$ cat src/rtl/mul_div_unit.sv
// Iterative unsigned multiply/divide unit: one shift-add or restoring-divide step per cycle.
// Write-back strobe appears 33 edges after accept; flush aborts, async rst discards.
module mul_div_unit #(
  parameter int WIDTH = 32,
  parameter int AW    = 4
) (
  input  logic             clk,
  input  logic             rst,
  input  logic             start,
  input  logic [1:0]       op,
  input  logic [WIDTH-1:0] src_a,
  input  logic [WIDTH-1:0] src_b,
  input  logic [AW-1:0]    dst_reg,
  input  logic             flush,
  output logic             ready,
  output logic             busy,
  output logic             wb_en,
  output logic [AW-1:0]    wb_reg,
  output logic [WIDTH-1:0] wb_data
);

  typedef enum logic [1:0] {IDLE, RUN, DONE} state_t;

  localparam int CW = $clog2(WIDTH + 1);

  state_t           state, next_state;
  logic [1:0]       op_q;
  logic [WIDTH-1:0] opnd_q;
  logic [WIDTH-1:0] hi_q;
  logic [WIDTH-1:0] lo_q;
  logic [AW-1:0]    dst_q;
  logic [AW-1:0]    hold_reg;
  logic [WIDTH-1:0] hold_data;
  logic [CW-1:0]    cnt;
  logic             accept;
  logic             last_step;
  logic [WIDTH:0]   add_sum;
  logic [WIDTH:0]   shifted;
  logic [WIDTH:0]   diff;
  logic [WIDTH-1:0] result;

  assign ready     = (state == IDLE);
  assign busy      = (state != IDLE);
  assign accept    = start && ready && !flush;
  assign last_step = (cnt == CW'(WIDTH));

  // hi:lo is the product for MUL and remainder:quotient for DIV/REM, so the
  // result is always hi for odd ops and lo for even ops.
  assign add_sum = {1'b0, hi_q} + (lo_q[0] ? {1'b0, opnd_q} : '0);
  assign shifted = {hi_q, lo_q[WIDTH-1]};
  assign diff    = shifted - {1'b0, opnd_q};
  assign result  = op_q[0] ? hi_q : lo_q;

  assign wb_reg  = wb_en ? dst_q  : hold_reg;
  assign wb_data = wb_en ? result : hold_data;

  always_ff @(posedge clk or posedge rst) begin
    if (rst) state <= IDLE;
    else     state <= next_state;
  end

  always_comb begin
    next_state = state;
    wb_en      = 1'b0;
    case (state)
      IDLE: if (accept) next_state = RUN;
      RUN: begin
        if (flush)          next_state = IDLE;
        else if (last_step) next_state = DONE;
      end
      DONE: begin
        wb_en      = !flush;
        next_state = IDLE;
      end
      default: next_state = IDLE;
    endcase
  end

  always_ff @(posedge clk or posedge rst) begin
    if (rst) begin
      op_q      <= '0;
      opnd_q    <= '0;
      hi_q      <= '0;
      lo_q      <= '0;
      dst_q     <= '0;
      cnt       <= '0;
      hold_reg  <= '0;
      hold_data <= '0;
    end else begin
      if (accept) begin
        op_q   <= op;
        opnd_q <= op[1] ? src_b : src_a;
        lo_q   <= op[1] ? src_a : src_b;
        hi_q   <= '0;
        dst_q  <= dst_reg;
        cnt    <= '0;
      end else if (state == RUN && !last_step) begin
        cnt <= cnt + 1'b1;
        if (!op_q[1]) begin
          hi_q <= add_sum[WIDTH:1];
          lo_q <= {add_sum[0], lo_q[WIDTH-1:1]};
        end else if (!diff[WIDTH]) begin
          // A zero divisor never borrows: quotient fills with ones, remainder keeps the dividend.
          hi_q <= diff[WIDTH-1:0];
          lo_q <= {lo_q[WIDTH-2:0], 1'b1};
        end else begin
          hi_q <= shifted[WIDTH-1:0];
          lo_q <= {lo_q[WIDTH-2:0], 1'b0};
        end
      end
      if (wb_en) begin
        hold_reg  <= dst_q;
        hold_data <= result;
      end
    end
  end

endmodule

$ cat config.mk
export PLATFORM = sky130hd
export DESIGN_NAME = mul_div_unit
export DESIGN_NICKNAME = d
export VERILOG_FILES = /design/src/rtl/mul_div_unit.sv
export SDC_FILE = /design/constraint.sdc
export NUM_CORES = 1
export LEC_CHECK = 0
export BUFFER_PORTS_ARGS = -buffer_cell sky130_fd_sc_hd__buf_2
export CAP_MARGIN = 40
export CORE_MARGIN = 10
export CORE_UTILIZATION = 55
export DETAILED_ROUTE_END_ITERATION = 7
export PLACE_DENSITY = 0.78
export SLEW_MARGIN = 0
export SYNTH_ARGS = -nofsm -noshare
export SYNTH_HDL_FRONTEND = slang
export SYNTH_SLANG_ARGS = --single-unit
$ cat constraint.sdc
create_clock -name clk -period 4.65 [get_ports clk]
set_clock_uncertainty 0.2 [all_clocks]
set_input_delay 0.6975 -clock clk [delete_from_list [all_inputs] [get_ports clk]]
set_output_delay 0.6975 -clock clk [all_outputs]
set_load 0.1 [all_outputs]
======== After elaboration in Yosys (flattened, before gate mapping) ========
Index checks and enable logic that the tools add are counted.
word-level totals
  flip-flop bits (word level) ............. 146
operators by class
  mux-type cells .......................... 21
  reduce and logical (&&, ||, !) cells .... 9
  add/sub/neg operators ................... 3
  eq/ne operators ......................... 5
operators by type and width
  cell                                                                      count
  32-bit two-way mux                                                        12
  32-bit by 32-bit adder with 33-bit output                                 1
  33-bit by 32-bit subtractor with 33-bit output                            1
  6-bit two-way mux                                                         2
  6-bit by 1-bit adder with 6-bit output (second input constant)            1
  6-bit == test (second input constant)                                     1
  2-bit two-way mux                                                         3
  4-bit two-way mux                                                         1
  2-bit case mux with 2 select lines                                        1
  2-bit nonzero test                                                        2
  1-bit logical AND                                                         3
  3-bit inequality test (second input constant)                             1
  2-bit by 1-bit == test with 1-bit output (second input constant)          1
  2-bit == test (second input constant)                                     1
  1-bit zero test                                                           2
  2-bit zero test                                                           1
  1-bit two-way mux                                                         2
  2-bit by 1-bit inequality test with 1-bit output (second input constant)  1
  2-bit AND reduction                                                       1

======== Depth between registers and ports, before layout ========
Gate-level depths: netlist of the first run.
  word-level depth ........................ 5
  mapped depth ............................ 13
  depth with buffers taken out ............ 13

======== Least setup slack after synthesis of the first run ========
No wires, ideal clock.
  kind .................................... input to output
  start point ............................. input flush
  end point ............................... output wb_data[22]
  path buffers ............................ 2
  arrival ................................. 3.570 ns
  stages .................................. 4
  slack ................................... 0.182 ns
  cells stage by stage .................... nor3b_1 clkbuf_1 buf_1 a21oi_1
between the ends
  longest elaborated chain between the ends .. 3
RTL lines
  element             line  text
  start, declared     14    input logic flush,
  1-bit zero test     72    wb_en = !flush;
  1-bit two-way mux   65    case (state)
  named net wb_en     17    output logic wb_en,
  32-bit two-way mux  -
  end, declared       19    output logic [WIDTH-1:0] wb_data
The timed path passes the listed nets, and every way through them passes these cells.

======== Worst setup path after layout of the first run ========
  start point ............................. register lo_q[31]
  end point ............................... register hi_q[22]
between the ends
  longest elaborated chain between the ends .. 5
RTL lines
  element                                         line  text
  start, declared                                 30    logic [WIDTH-1:0] lo_q;
  start signal, assigned                          93    lo_q <= op[1] ? src_a : src_b;
  start signal, assigned                          101   lo_q <= {add_sum[0], lo_q[WIDTH-1:1]};
  start signal, assigned                          105   lo_q <= {lo_q[WIDTH-2:0], 1'b1};
  33-bit by 32-bit subtractor with 33-bit output  51    assign diff = shifted - {1'b0, opnd_q};
  32-bit two-way mux                              102   end else if (!diff[WIDTH]) begin
  32-bit two-way mux                              99    if (!op_q[1]) begin
  32-bit two-way mux                              97    end else if (state == RUN && !last_step) begin
  32-bit two-way mux                              90    if (accept) begin
  end signal, assigned                            100   hi_q <= add_sum[WIDTH:1];
  end signal, assigned                            104   hi_q <= diff[WIDTH-1:0];
  end signal, assigned                            107   hi_q <= shifted[WIDTH-1:0];
  end, declared                                   29    logic [WIDTH-1:0] hi_q;
No other way between the ends. The select of a mux whose other input is x is not followed.
A chain may end at the register's enable or synchronous reset.

==> impl_table.tex, run 1 <==
\begin{tabular}{lr}
\hline
Metric & Value \\
\hline
\multicolumn{2}{l}{\textbf{Status}} \\
Outcome & complete, no violations \\
\multicolumn{2}{l}{\textbf{STA}} \\
Share of the clock period used by the worst path & 0.8564 \\
Hold violation total from the final report & 0 \\
Setup slack of the critical path after layout & 0.6678 ns \\
Fin Setup TNS & 0 ns \\
F\_max & 251.1 MHz \\
Worst slew margin relative to its limit & 0.4824 \\
Unrepaired setup endpoints after global routing & false \\
Clock period minus final worst setup slack & 3.982 ns \\
Slew Limit Fails & 0 \\
Worst Max-Slew Pin Slew & roughly 0.77 ns \\
Number of setup violations in the final report & 0 \\
\multicolumn{2}{l}{\textbf{Placement}} \\
IO Port Bufs & 112 \\
Half-perimeter wire length of the detailed placement result & around 22,000 µm \\
Placed instance count & 1,530 \\
GPL Wtd Cong & roughly 0.97 \\
Placement Setup Slack & 0.7060 ns \\
\multicolumn{2}{l}{\textbf{Global route}} \\
Pin count of the biggest net entering global routing & 70 \\
Remaining Overflow, GRT & 0 \\
First-pass GRT wire length & about 50,000 µm \\
Met1 Track Usage GR & 0.3112 \\
Routing usage on met2 & 0.3751 \\
Number of global-route vias before repair & 9,611 \\
GR Util All Layers & 0.2334 \\
Most crowded layer after global routing & met2 \\
M3 GR Usage & 0.04190 \\
Antenna violations before repair & 0 \\
\multicolumn{2}{l}{\textbf{Logic synthesis}} \\
Most used standard cell by instance count after synthesis & sky130\_fd\_sc\_hd\_\_mux2i\_1 \\
Netlist Area Pre-Place & 0.01075 mm² \\
Number of flops mapped to enable cells by yosys & 0 \\
Share of the synthesized area in the top cell type & 0.3398 \\
Average cell area after synthesis & $\sim$9 µm² \\
Sequential cell area fraction in the yosys report & 0.3398 \\
Count of state elements after synthesis & roughly 150 \\
Synth async-reset ratio & 1.000 \\
Cell types with the largest area share after synthesis & sky130\_fd\_sc\_hd\_\_dfrtp\_1, sky130\_fd\_sc\_hd\_\_mux2i\_1, sky130\_fd\_sc\_hd\_\_ha\_1 \\
Most used flip-flop cell after synthesis & sky130\_fd\_sc\_hd\_\_dfrtp\_1 \\
Synthesized instance count & $\sim$1,200 \\
Number of library cell types mapped by synthesis & 60 \\
Cell taking the most area after synthesis & sky130\_fd\_sc\_hd\_\_dfrtp\_1 \\
Top cells by instance count after synthesis & sky130\_fd\_sc\_hd\_\_mux2i\_1, sky130\_fd\_sc\_hd\_\_dfrtp\_1, sky130\_fd\_sc\_hd\_\_nand2\_1 \\
Ys Warns & 0 \\
Net Count, Synth & 1,346 \\
\multicolumn{2}{l}{\textbf{Critical path}} \\
Cells on worst reg2reg path & 13 \\
Startpoint types & flip-flop \\
Source of the worst register-to-register timing path & lo\_q[31]\$\_DFFE\_PP0P\_ \\
Setup slack on the worst flop-to-flop path & 0.67 ns \\
Worst-path fanout max & 16 \\
Start-to-end type of the worst setup path & reg2reg \\
Reg2reg end & hi\_q[22]\$\_DFFE\_PP0P\_ \\
Capturing element type of the critical path & flip-flop \\
Signal arrival time at the worst endpoint & 4.10 ns \\
Required @ worst endpoint & 4.77 ns \\
Last element of the critical path & hi\_q[22]\$\_DFFE\_PP0P\_ \\
Crit path from & lo\_q[31]\$\_DFFE\_PP0P\_ \\
\multicolumn{2}{l}{\textbf{Power}} \\
Static leakage & between 6 and 7 nW \\
Power Dens Cells & roughly 630 mW/mm² \\
Largest voltage drop on the vdd net & 0.4033 mV \\
Total chip power & between 7 and 8 mW \\
\multicolumn{2}{l}{\textbf{Floorplanning}} \\
Die Wd & 159.8 µm \\
Placement row count & 51 \\
Area enclosed by the die boundary & approximately 0.026 mm² \\
Starting density of the core & 0.5561 \\
IO Pins & 113 \\
Core area & $\sim$0.019 mm² \\
Die height & 159.8 µm \\
\multicolumn{2}{l}{\textbf{Clock network}} \\
Root buf cell & sky130\_fd\_sc\_hd\_\_clkbuf\_16 \\
Maximum number of buffers from clock root to sink & 2 \\
Number of buffers added by the clock tree synthesis step & 17 \\
Number of gates resized after cts & 0 \\
Post-CTS Repair Setup Buffers & 0 \\
TritonCTS clock tree & yes \\
CTS H-tree lvls & 4 \\
Count of hold-fix buffers inserted at cts & 0 \\
Clock insertion delay at the later pin of the skew report & 0.44 ns \\
Number of sinks handled by clock tree synthesis & 146 \\
Clock-pin slew of the registers on the worst-case setup and hold paths & 0.07 ns \\
\multicolumn{2}{l}{\textbf{Route}} \\
DR iter-0 viols & 810 \\
Post-DRT Antenna Nets & 0 \\
TritonRoute pass-1 iters & 5 \\
Number of vias per cell & 6.133 \\
Total number of vias & 9,579 \\
WL per Instance & 19.29 µm \\
Residual DRC count & 0 \\
Final Routed Wirelength & 30,130 µm \\
\multicolumn{2}{l}{\textbf{Finish}} \\
Layout fillers & between 1,500 and 2,000 \\
Post-layout net count & 1,426 \\
Fraction of layout instances using a drive strength above 1 & 0.1419 \\
Count of antenna diodes in the layout & 0 \\
Finished Core Util & 0.6297 \\
Final cell count without fillers & 1,562 \\
Area overhead of the layout relative to synthesis & 13.22\% \\
\multicolumn{2}{l}{\textbf{Job}} \\
Maxcap violations & 0 \\
\multicolumn{2}{l}{\textbf{Min path}} \\
Worst min path class & in2async \\
\hline
\end{tabular}
worst max-delay path: stages, from the launching register on:
cell and delay [ns]:
sky130_fd_sc_hd__dfrtp_1 0.39, sky130_fd_sc_hd__inv_1 0.08, sky130_fd_sc_hd__ha_1 0.21, sky130_fd_sc_hd__fa_1 0.41, sky130_fd_sc_hd__nand2b_1 0.19, sky130_fd_sc_hd__a21oi_1 0.29, sky130_fd_sc_hd__o21a_1 0.26, sky130_fd_sc_hd__o21bai_1 0.12
sky130_fd_sc_hd__and3_4 0.22, sky130_fd_sc_hd__o21a_1 0.22, sky130_fd_sc_hd__a21oi_4 0.55, sky130_fd_sc_hd__buf_4 0.34, sky130_fd_sc_hd__nor2_1 0.06, sky130_fd_sc_hd__a221o_1 0.31
metal layers:
metal | vias up | share of wire
li1 | 4554 | -
met1 | 4632 | 0.45
met2 | 329 | 0.47
met3 | 64 | 0.060
met4 | 0 | 0.022
met5 | - | 0
layout make-up:
| class | count | area [µm²] | share of cell area |
|---|---|---|---|
| timing repair buffer | 130 | 758.2 | 0.06228 |
| clock buffer | 20 | 456.7 | 0.03751 |
| clock inverter | 12 | 120.1 | 0.009866 |
| inverter | 49 | 187.7 | 0.01542 |
| sequential | 146 | 3656 | 0.3003 |
| tap | 265 | 331.6 | 0.02724 |
| multi-input combinational | 940 | 6664 | 0.5474 |
cell usage in the layout (no fill, tap or decap), types with 7 or more instances in the layout:
cell                        synthesis  layout
sky130_fd_sc_hd__ha_1              66      66
sky130_fd_sc_hd__nor2_1            77      76
sky130_fd_sc_hd__o211ai_1          11      11
sky130_fd_sc_hd__buf_4              2      14
sky130_fd_sc_hd__dfrtp_1          146     144
sky130_fd_sc_hd__a22oi_1           18      18
sky130_fd_sc_hd__clkbuf_16          0      17
sky130_fd_sc_hd__o21ai_0           80      80
sky130_fd_sc_hd__nand3_1           19      19
sky130_fd_sc_hd__nand2_1          123     123
sky130_fd_sc_hd__xnor2_1           31      31
sky130_fd_sc_hd__a21oi_1           88      88
sky130_fd_sc_hd__a21o_1            33      33
sky130_fd_sc_hd__buf_2              0     111
sky130_fd_sc_hd__nor3_1             9       9
sky130_fd_sc_hd__o221ai_1          27      27
sky130_fd_sc_hd__a31oi_1           10      10
sky130_fd_sc_hd__o21a_1            11      11
sky130_fd_sc_hd__mux2i_1          155     155
sky130_fd_sc_hd__nand4_1           13      13
sky130_fd_sc_hd__inv_1             49      48
sky130_fd_sc_hd__xor2_1            22      22
sky130_fd_sc_hd__and2_1            35      35
sky130_fd_sc_hd__a221oi_1          13      13
sky130_fd_sc_hd__and3_1            12      12
sky130_fd_sc_hd__a211oi_1           7       7
report_power, final:
part	internal [mW]	switching [mW]
Clock	0.774	0.587
Combinational	1.76	2.52
Sequential	1.61	0.476
kinds of logic after synthesis:
kind of cell,Yosys count,share of synthesized area
AO/OA/AOI/OAI,342,0.2078
AND/OR/NAND/NOR,317,0.1366
buffers and inverters,118,0.04259
XOR/XNOR,53,0.04317
flip-flops,146,0.3398
adder cells (fa/ha/maj),68,0.08052
multiplexers,160,0.1495
metrics by stage:
step           hold WS [ns]  area, µm²
2_1_floorplan        0.2401      10760
3_3_place_gp         0.2520      11540
3_5_place_dp         0.2612      11600
4_1_cts              0.2146      12170
5_1_grt              0.2534      12170
6_report             0.1915      12170
worst min path at each step:
stage                          from                      to  slack [ns]  cells past startpoint
3_3_place_gp   dst_q[2]$_DFFE_PP0P_    dst_q[2]$_DFFE_PP0P_        0.25                      2
3_5_place_dp   dst_q[1]$_DFFE_PP0P_    dst_q[1]$_DFFE_PP0P_        0.26                      2
6_report                        rst  hold_data[4]$_DFF_PP0_        0.19                      2
4_1_cts                         rst  hold_data[2]$_DFF_PP0_        0.21                      2
2_1_floorplan  dst_q[0]$_DFFE_PP0P_    dst_q[0]$_DFFE_PP0P_        0.24                      2
5_1_grt                         rst    dst_q[2]$_DFFE_PP0P_        0.25                      2
No activity file was read; power rests on OpenSTA's default activity.
==> inputs of run 2 (changes only) <==
--- a/config.mk
+++ b/config.mk
@@ -10,7 +10,9 @@
 export CORE_MARGIN = 10
 export CORE_UTILIZATION = 55
 export DETAILED_ROUTE_END_ITERATION = 7
+export GPL_TIMING_DRIVEN = 0
 export PLACE_DENSITY = 0.78
+export RECOVER_POWER = 100
 export SLEW_MARGIN = 0
 export SYNTH_ARGS = -nofsm -noshare
 export SYNTH_HDL_FRONTEND = slang
==> impl_table.tex, run 2 (same netlist as run 1, synthesis figures left out) <==
\begin{tabular}{lr}
\hline
Metric & Value \\
\hline
\multicolumn{2}{l}{\textbf{Power}} \\
Largest voltage drop on the vdd net & 0.3728 mV (-7.6\%) \\
Power Dens Cells & 635.9 mW/mm² (+0.17\%) \\
Static leakage & 6.034 nW (-0.30\%) \\
Total chip power & 7.828 mW (+1.3\%) \\
\multicolumn{2}{l}{\textbf{STA}} \\
Share of the clock period used by the worst path & 0.9313 (+0.07491) \\
Number of setup violations in the final report & 0 (unchanged) \\
F\_max & 230.9 MHz (-8.0\%) \\
Slew Limit Fails & 107 (+107) \\
Hold violation total from the final report & 0 (unchanged) \\
Clock period minus final worst setup slack & 4.331 ns (+0.3483 ns) \\
Unrepaired setup endpoints after global routing & false \\
Worst slew margin relative to its limit & -0.4174 (-0.8998) \\
Worst Max-Slew Pin Slew & 2.126 ns (+1.351 ns) \\
Fin Setup TNS & 0 ns (unchanged) \\
\multicolumn{2}{l}{\textbf{Critical path}} \\
Reg2reg end & hi\_q[0]\$\_DFFE\_PP0P\_ \\
Cells on worst reg2reg path & 13 (unchanged) \\
Signal arrival time at the worst endpoint & 3.43 ns (-0.67 ns) \\
Required @ worst endpoint & 3.75 ns (-1.02 ns) \\
Setup slack on the worst flop-to-flop path & 0.47 ns (-0.20 ns) \\
Capturing element type of the critical path & primary output \\
Start-to-end type of the worst setup path & reg2out \\
Crit path from & state[0]\$\_DFFE\_PP0P\_ \\
Last element of the critical path & wb\_data[12] \\
Startpoint types & flip-flop \\
Worst-path fanout max & 10 (-6) \\
Source of the worst register-to-register timing path & lo\_q[31]\$\_DFFE\_PP0P\_ \\
\multicolumn{2}{l}{\textbf{Clock network}} \\
Root buf cell & sky130\_fd\_sc\_hd\_\_clkbuf\_16 \\
Clock-pin slew of the registers on the worst-case setup and hold paths & 0.07 ns (about the same) \\
Clock insertion delay at the later pin of the skew report & 0.45 ns (about the same) \\
Number of gates resized after cts & 0 (unchanged) \\
Count of hold-fix buffers inserted at cts & 0 (unchanged) \\
Number of sinks handled by clock tree synthesis & 146 (unchanged) \\
TritonCTS clock tree & yes \\
Number of buffers added by the clock tree synthesis step & 17 (unchanged) \\
CTS H-tree lvls & 4 (unchanged) \\
Post-CTS Repair Setup Buffers & 0 (unchanged) \\
Maximum number of buffers from clock root to sink & 2 (unchanged) \\
\multicolumn{2}{l}{\textbf{Finish}} \\
Post-layout net count & 1,487 (+4.3\%) \\
Count of antenna diodes in the layout & 0 (unchanged) \\
Most frequent standard cell in the layout excluding fill and tap cells & sky130\_fd\_sc\_hd\_\_mux2i\_1 \\
Fraction of layout instances using a drive strength above 1 & 0.1156 (-0.02625) \\
Area overhead of the layout relative to synthesis & 14.49\% \\
Footprint of the multi-input gates & 0.006621 mm² (-0.64\%) \\
Commonest non-fill, non-tap cells in the layout & sky130\_fd\_sc\_hd\_\_mux2i\_1, sky130\_fd\_sc\_hd\_\_dfrtp\_1, sky130\_fd\_sc\_hd\_\_nand2\_1, sky130\_fd\_sc\_hd\_\_a21oi\_1, sky130\_fd\_sc\_hd\_\_o21ai\_0 \\
Layout fillers & 1,661 (+2.7\%) \\
Sequential cell area & 0.003654 mm² (about the same) \\
\multicolumn{2}{l}{\textbf{Floorplanning}} \\
Die Wd & 159.8 µm (unchanged) \\
IO Pins & 113 (unchanged) \\
Area enclosed by the die boundary & 0.02554 mm² (unchanged) \\
Core area & 0.01933 mm² (unchanged) \\
Die height & 159.8 µm (unchanged) \\
Starting density of the core & 0.5561 (unchanged) \\
Placement row count & 51 (unchanged) \\
\multicolumn{2}{l}{\textbf{Global route}} \\
Pin count of the biggest net entering global routing & 39 (-44\%) \\
Remaining Overflow, GRT & 0 (unchanged) \\
GR Util All Layers & 0.2652 (+0.03180) \\
Number of global-route vias before repair & 10,180 (+5.9\%) \\
Antenna violations before repair & 0 (unchanged) \\
First-pass GRT wire length & 54,830 µm (+9.9\%) \\
\multicolumn{2}{l}{\textbf{Min path}} \\
Worst min path class & in2async \\
\multicolumn{2}{l}{\textbf{Status}} \\
Outcome & finished with violations \\
Failing checks & max-capacitance violations, max-slew violations \\
\multicolumn{2}{l}{\textbf{Route}} \\
Final Routed Wirelength & 34,320 µm (+14\%) \\
Residual DRC count & 0 (unchanged) \\
WL per Instance & 21.14 µm (+9.6\%) \\
DR iter-0 viols & 949 (+17\%) \\
Number of vias per cell & 6.218 (+1.4\%) \\
Total number of vias & 10,090 (+5.4\%) \\
Post-DRT Antenna Nets & 0 (unchanged) \\
TritonRoute pass-1 iters & 5 (unchanged) \\
\multicolumn{2}{l}{\textbf{Placement}} \\
IO Port Bufs & 111 (-0.89\%) \\
Half-perimeter wire length of the detailed placement result & 26,080 µm (+18\%) \\
GPL Wtd Cong & 0.9177 (-5.1\%) \\
\multicolumn{2}{l}{\textbf{Job}} \\
Maxcap violations & 3 (+3) \\
\hline
\end{tabular}
==> run 2: stage by stage <==
| step | utilization | std cells | area, µm² | hold WS (ns) | setup WS, ns |
|---|---|---|---|---|---|
| 6_report | 0.6367 | 1623 | 12310 | 0.2009 | 0.3195 |
| 5_1_grt | 0.6367 | 1623 | 12310 | 0.2542 | 0.08460 |
| 4_1_cts | 0.6415 | 1622 | 12400 | 0.09787 | 0.3592 |
| 3_5_place_dp | 0.6110 | 1590 | 11810 | 0.2567 | 0.4928 |
| 3_3_place_gp | 0.6022 | 1580 | 11640 | 0.2552 | 0.5009 |
| 2_1_floorplan | - | 1204 | 10760 | 0.2401 | 0.1820 |
==> run 2: worst max-delay path, cell delays in order, from the launching register on <==
cell and delay [ns]:
sky130_fd_sc_hd__dfrtp_1 0.43, sky130_fd_sc_hd__nor3b_1 0.64, sky130_fd_sc_hd__clkbuf_1 0.56, sky130_fd_sc_hd__clkbuf_1 0.65
sky130_fd_sc_hd__a21oi_1 0.24, sky130_fd_sc_hd__clkbuf_2 0.45
==> run 2: worst min-delay path by stage <==
stage,from,end,slack [ns],depth (start not counted)
after floorplan,dst_q[0]$_DFFE_PP0P_,dst_q[0]$_DFFE_PP0P_,0.24,2
after global placement,dst_q[2]$_DFFE_PP0P_,dst_q[2]$_DFFE_PP0P_,0.26,2
after detailed placement,dst_q[2]$_DFFE_PP0P_,dst_q[2]$_DFFE_PP0P_,0.26,2
after CTS,rst,lo_q[2]$_DFFE_PP0P_,0.1,2
after global routing,rst,lo_q[2]$_DFFE_PP0P_,0.25,2
final,rst,lo_q[2]$_DFFE_PP0P_,0.20,2
==> run 2: final cells by class <==
type                       instances  area share
multi-input combinational        940      0.5379
sequential                       146      0.2968
timing repair buffer             122     0.05397
clock buffer                      18     0.03486
tap                              265     0.02693
buffer                            69     0.02155
inverter                          49     0.01504
clock inverter                    14     0.01301
==> run 2: where the power goes <==
| group | switching, mW | internal, mW | leakage (nW) | total (mW) |
|---|---|---|---|---|
| logic | 2.64 | 1.73 | 3.86 | 4.37 |
| registers | 0.440 | 1.61 | 1.88 | 2.05 |
| clock network | 0.645 | 0.768 | 0.289 | 1.41 |
| total | 3.72 | 4.10 | 6.03 | 7.83 |
==> run 2: metal layers <==
layer / part of all wire / routed length [µm] / vias to the layer above / global-route usage
met2: 0.46 / 15780 / 441 / 0.4210
met4: 0.034 / 1156 / 0 / 0.1110
met5: 0 / 0 / - / 0
met3: 0.072 / 2485 / 76 / 0.06041
met1: 0.43 / 14890 / 4880 / 0.3414
li1: - / - / 4695 / -
==> inputs of run 3 (changes only) <==
--- a/config.mk
+++ b/config.mk
@@ -7,11 +7,13 @@
 export LEC_CHECK = 0
 export BUFFER_PORTS_ARGS = -buffer_cell sky130_fd_sc_hd__buf_2
 export CAP_MARGIN = 40
+export CELL_PAD_IN_SITES_DETAIL_PLACEMENT = 2
+export CELL_PAD_IN_SITES_GLOBAL_PLACEMENT = 2
 export CORE_MARGIN = 10
-export CORE_UTILIZATION = 55
+export CORE_UTILIZATION = 34
 export DETAILED_ROUTE_END_ITERATION = 7
 export GPL_TIMING_DRIVEN = 0
-export PLACE_DENSITY = 0.78
+export PLACE_DENSITY_LB_ADDON = 0.1
 export RECOVER_POWER = 100
 export SLEW_MARGIN = 0
 export SYNTH_ARGS = -nofsm -noshare
==> impl_table.tex, run 3 (same netlist as run 1, synthesis figures left out) <==
\begin{tabular}{lr}
\hline
Metric & Value \\
\hline
\multicolumn{2}{l}{\textbf{Status}} \\
Outcome & finished with violations \\
Failing checks & max-capacitance violations, max-slew violations \\
\multicolumn{2}{l}{\textbf{Floorplanning}} \\
Die height & 197.8 µm (+24\%) \\
Area enclosed by the die boundary & 0.03914 mm² (+53\%) \\
Core area & 0.03139 mm² (+62\%) \\
Starting density of the core & 0.3425 (-0.2136) \\
IO Pins & 113 (unchanged) \\
Die Wd & 197.8 µm (+24\%) \\
Placement row count & 65 (+27\%) \\
\multicolumn{2}{l}{\textbf{STA}} \\
Slew Limit Fails & 132 (+23\%) \\
Worst Max-Slew Pin Slew & 1.972 ns (-0.1536 ns) \\
Share of the clock period used by the worst path & 0.9324 (+0.001156) \\
Fin Setup TNS & 0 ns (unchanged) \\
Hold violation total from the final report & 0 (unchanged) \\
Number of setup violations in the final report & 0 (unchanged) \\
Setup slack of the critical path after layout & 0.3141 ns (-0.005377 ns) \\
Worst slew margin relative to its limit & -0.3150 (+0.1024) \\
Unrepaired setup endpoints after global routing & false \\
Clock period minus final worst setup slack & 4.336 ns (+0.005377 ns) \\
F\_max & 230.6 MHz (-0.12\%) \\
\multicolumn{2}{l}{\textbf{Placement}} \\
GPL Wtd Cong & 0.8831 (-3.8\%) \\
Half-perimeter wire length of the detailed placement result & 35,650 µm (+37\%) \\
IO Port Bufs & 111 (unchanged) \\
Placement Setup Slack & 0.5268 ns (+0.03406 ns) \\
\multicolumn{2}{l}{\textbf{Critical path}} \\
Reg2reg end & hi\_q[0]\$\_DFFE\_PP0P\_ \\
Capturing element type of the critical path & flip-flop \\
Crit path from & lo\_q[31]\$\_DFFE\_PP0P\_ \\
Cells on worst reg2reg path & 13 (unchanged) \\
Setup slack on the worst flop-to-flop path & 0.31 ns (-0.16 ns) \\
Required @ worst endpoint & 4.78 ns (+1.03 ns) \\
Signal arrival time at the worst endpoint & 4.47 ns (+1.04 ns) \\
Worst-path fanout max & 10 (unchanged) \\
Start-to-end type of the worst setup path & reg2reg \\
Startpoint types & flip-flop \\
Source of the worst register-to-register timing path & lo\_q[31]\$\_DFFE\_PP0P\_ \\
\multicolumn{2}{l}{\textbf{Route}} \\
Total number of vias & 10,100 (+0.069\%) \\
Number of vias per cell & 5.738 (-7.7\%) \\
Final Routed Wirelength & 44,840 µm (+31\%) \\
Post-DRT Antenna Nets & 0 (unchanged) \\
WL per Instance & 25.48 µm (+21\%) \\
DR iter-0 viols & 595 (-37\%) \\
Residual DRC count & 0 (unchanged) \\
TritonRoute pass-1 iters & 7 (+2) \\
\multicolumn{2}{l}{\textbf{Finish}} \\
Post-layout net count & 1,489 (+0.13\%) \\
Finished Core Util & 0.3991 (-0.2376) \\
Most frequent standard cell in the layout excluding fill and tap cells & sky130\_fd\_sc\_hd\_\_mux2i\_1 \\
Commonest non-fill, non-tap cells in the layout & sky130\_fd\_sc\_hd\_\_mux2i\_1, sky130\_fd\_sc\_hd\_\_dfrtp\_1, sky130\_fd\_sc\_hd\_\_nand2\_1, sky130\_fd\_sc\_hd\_\_a21oi\_1, sky130\_fd\_sc\_hd\_\_o21ai\_0 \\
Fraction of layout instances using a drive strength above 1 & 0.1178 (+0.002209) \\
Area overhead of the layout relative to synthesis & 16.51\% \\
Layout fillers & 3,540 (+110\%) \\
Count of antenna diodes in the layout & 0 (unchanged) \\
\multicolumn{2}{l}{\textbf{Power}} \\
Largest voltage drop on the vdd net & 0.2529 mV (-32\%) \\
Static leakage & 6.069 nW (+0.59\%) \\
Clock share of power & 0.181 (about the same) \\
Total chip power & 8.211 mW (+4.9\%) \\
Gate power share & 0.557 (about the same) \\
Share of power burned in registers & 0.263 (+0.002) \\
Power Dens Cells & 655.4 mW/mm² (+3.1\%) \\
Design internal power & 4.202 mW (+2.4\%) \\
Switching component of the power & 4.008 mW (+7.6\%) \\
Switching Fraction & 0.4882 (+0.01254) \\
\multicolumn{2}{l}{\textbf{Job}} \\
Maxcap violations & 4 (+1) \\
\multicolumn{2}{l}{\textbf{Clock network}} \\
Clock-pin slew of the registers on the worst-case setup and hold paths & 0.07 ns (about the same) \\
Number of buffers added by the clock tree synthesis step & 17 (unchanged) \\
Maximum number of buffers from clock root to sink & 2 (unchanged) \\
Root buf cell & sky130\_fd\_sc\_hd\_\_clkbuf\_16 \\
Count of hold-fix buffers inserted at cts & 0 (unchanged) \\
Number of sinks handled by clock tree synthesis & 146 (unchanged) \\
Clock insertion delay at the later pin of the skew report & 0.45 ns (about the same) \\
Post-CTS Repair Setup Buffers & 0 (unchanged) \\
CTS H-tree lvls & 4 (unchanged) \\
Number of gates resized after cts & 0 (unchanged) \\
TritonCTS clock tree & yes \\
\multicolumn{2}{l}{\textbf{Global route}} \\
GR Util All Layers & 0.2350 (-0.03022) \\
Pin count of the biggest net entering global routing & 36 (-7.7\%) \\
First-pass GRT wire length & 70,090 µm (+28\%) \\
Antenna violations before repair & 0 (unchanged) \\
Number of global-route vias before repair & 11,180 (+9.9\%) \\
Remaining Overflow, GRT & 0 (unchanged) \\
\multicolumn{2}{l}{\textbf{Min path}} \\
Worst min path class & in2async \\
\hline
\end{tabular}
-- run 3: cell count changes in the layout (fill, tap and decap cells not counted), moves of 2 or more --
cell                             previous run  this run
sky130_fd_sc_hd__inv_8                      7         0
sky130_fd_sc_hd__buf_6                      1         5
sky130_fd_sc_hd__clkbuf_1                  70        66
sky130_fd_sc_hd__clkbuf_2                  34        38
sky130_fd_sc_hd__buf_8                      6         4
sky130_fd_sc_hd__bufinv_16                  1         3
sky130_fd_sc_hd__clkinvlp_4                 1         3
sky130_fd_sc_hd__dlymetal6s2s_1             0         2
-- run 3: cell type report --
class,instances,area (µm²),area share
plain buffers,69,262.8,0.02097
repair buffers,124,699.4,0.05583
well taps,402,503.0,0.04015
clock buffers,19,442.9,0.03535
clock inverters,11,156.4,0.01248
multi-input cells,940,6625,0.5288
inverters,49,185.2,0.01478
flip-flops and latches,146,3654,0.2916
-- run 3: layer usage --
layer | up-vias | global-route usage | routed length (µm)
met5 | - | 0 | 0
met4 | 0 | 0.06492 | 914
met3 | 41 | 0.03802 | 1591
met2 | 185 | 0.3809 | 21070
met1 | 5208 | 0.3160 | 21260
li1 | 4665 | - | -
-- run 3: worst max-delay path by stage --
stage                              endpoint  cells past startpoint  slack, ns
detailed placement     hi_q[29]$_DFFE_PP0P_                     12       0.53
global placement                wb_data[16]                      6       0.04
finish                  hi_q[0]$_DFFE_PP0P_                     13       0.31
floorplan                       wb_data[22]                      4       0.18
global route        hold_data[20]$_DFF_PP0_                      4       0.08
CTS                             wb_data[16]                      6       0.43
-- run 3: per-stage QoR --
step | area [µm²] | std cells | hold slack, ns
after floorplan | 10760 | 1204 | 0.2401
after global placement | 11820 | 1717 | 0.2559
after detailed placement | 12010 | 1730 | 0.2723
after CTS | 12610 | 1760 | 0.1094
after global routing | 12530 | 1760 | 0.2499
final | 12530 | 1760 | 0.2221
-- run 3: critical path, cell delays in order (launching register included) --
cell and delay, ns:
sky130_fd_sc_hd__dfrtp_1 0.43, sky130_fd_sc_hd__inv_1 0.09, sky130_fd_sc_hd__ha_1 0.22, sky130_fd_sc_hd__fa_1 0.42, sky130_fd_sc_hd__nand2b_1 0.20, sky130_fd_sc_hd__a21oi_1 0.38, sky130_fd_sc_hd__o21a_1 0.32, sky130_fd_sc_hd__o21bai_1 0.16
sky130_fd_sc_hd__and3_1 0.27, sky130_fd_sc_hd__o21a_1 0.22, sky130_fd_sc_hd__a21oi_1 0.35, sky130_fd_sc_hd__clkbuf_2 0.49, sky130_fd_sc_hd__mux2i_1 0.14, sky130_fd_sc_hd__a221o_1 0.33
-- run 3: power groups by stage --
stage	combinational (mW)	sequential, mW	clock (mW)
2_1_floorplan	3.39	1.88	0
3_3_place_gp	4.46	2.15	0
3_5_place_dp	4.60	2.16	0
4_1_cts	4.64	2.14	1.51
5_1_grt	5.09	2.21	1.56
6_report	4.57	2.16	1.48
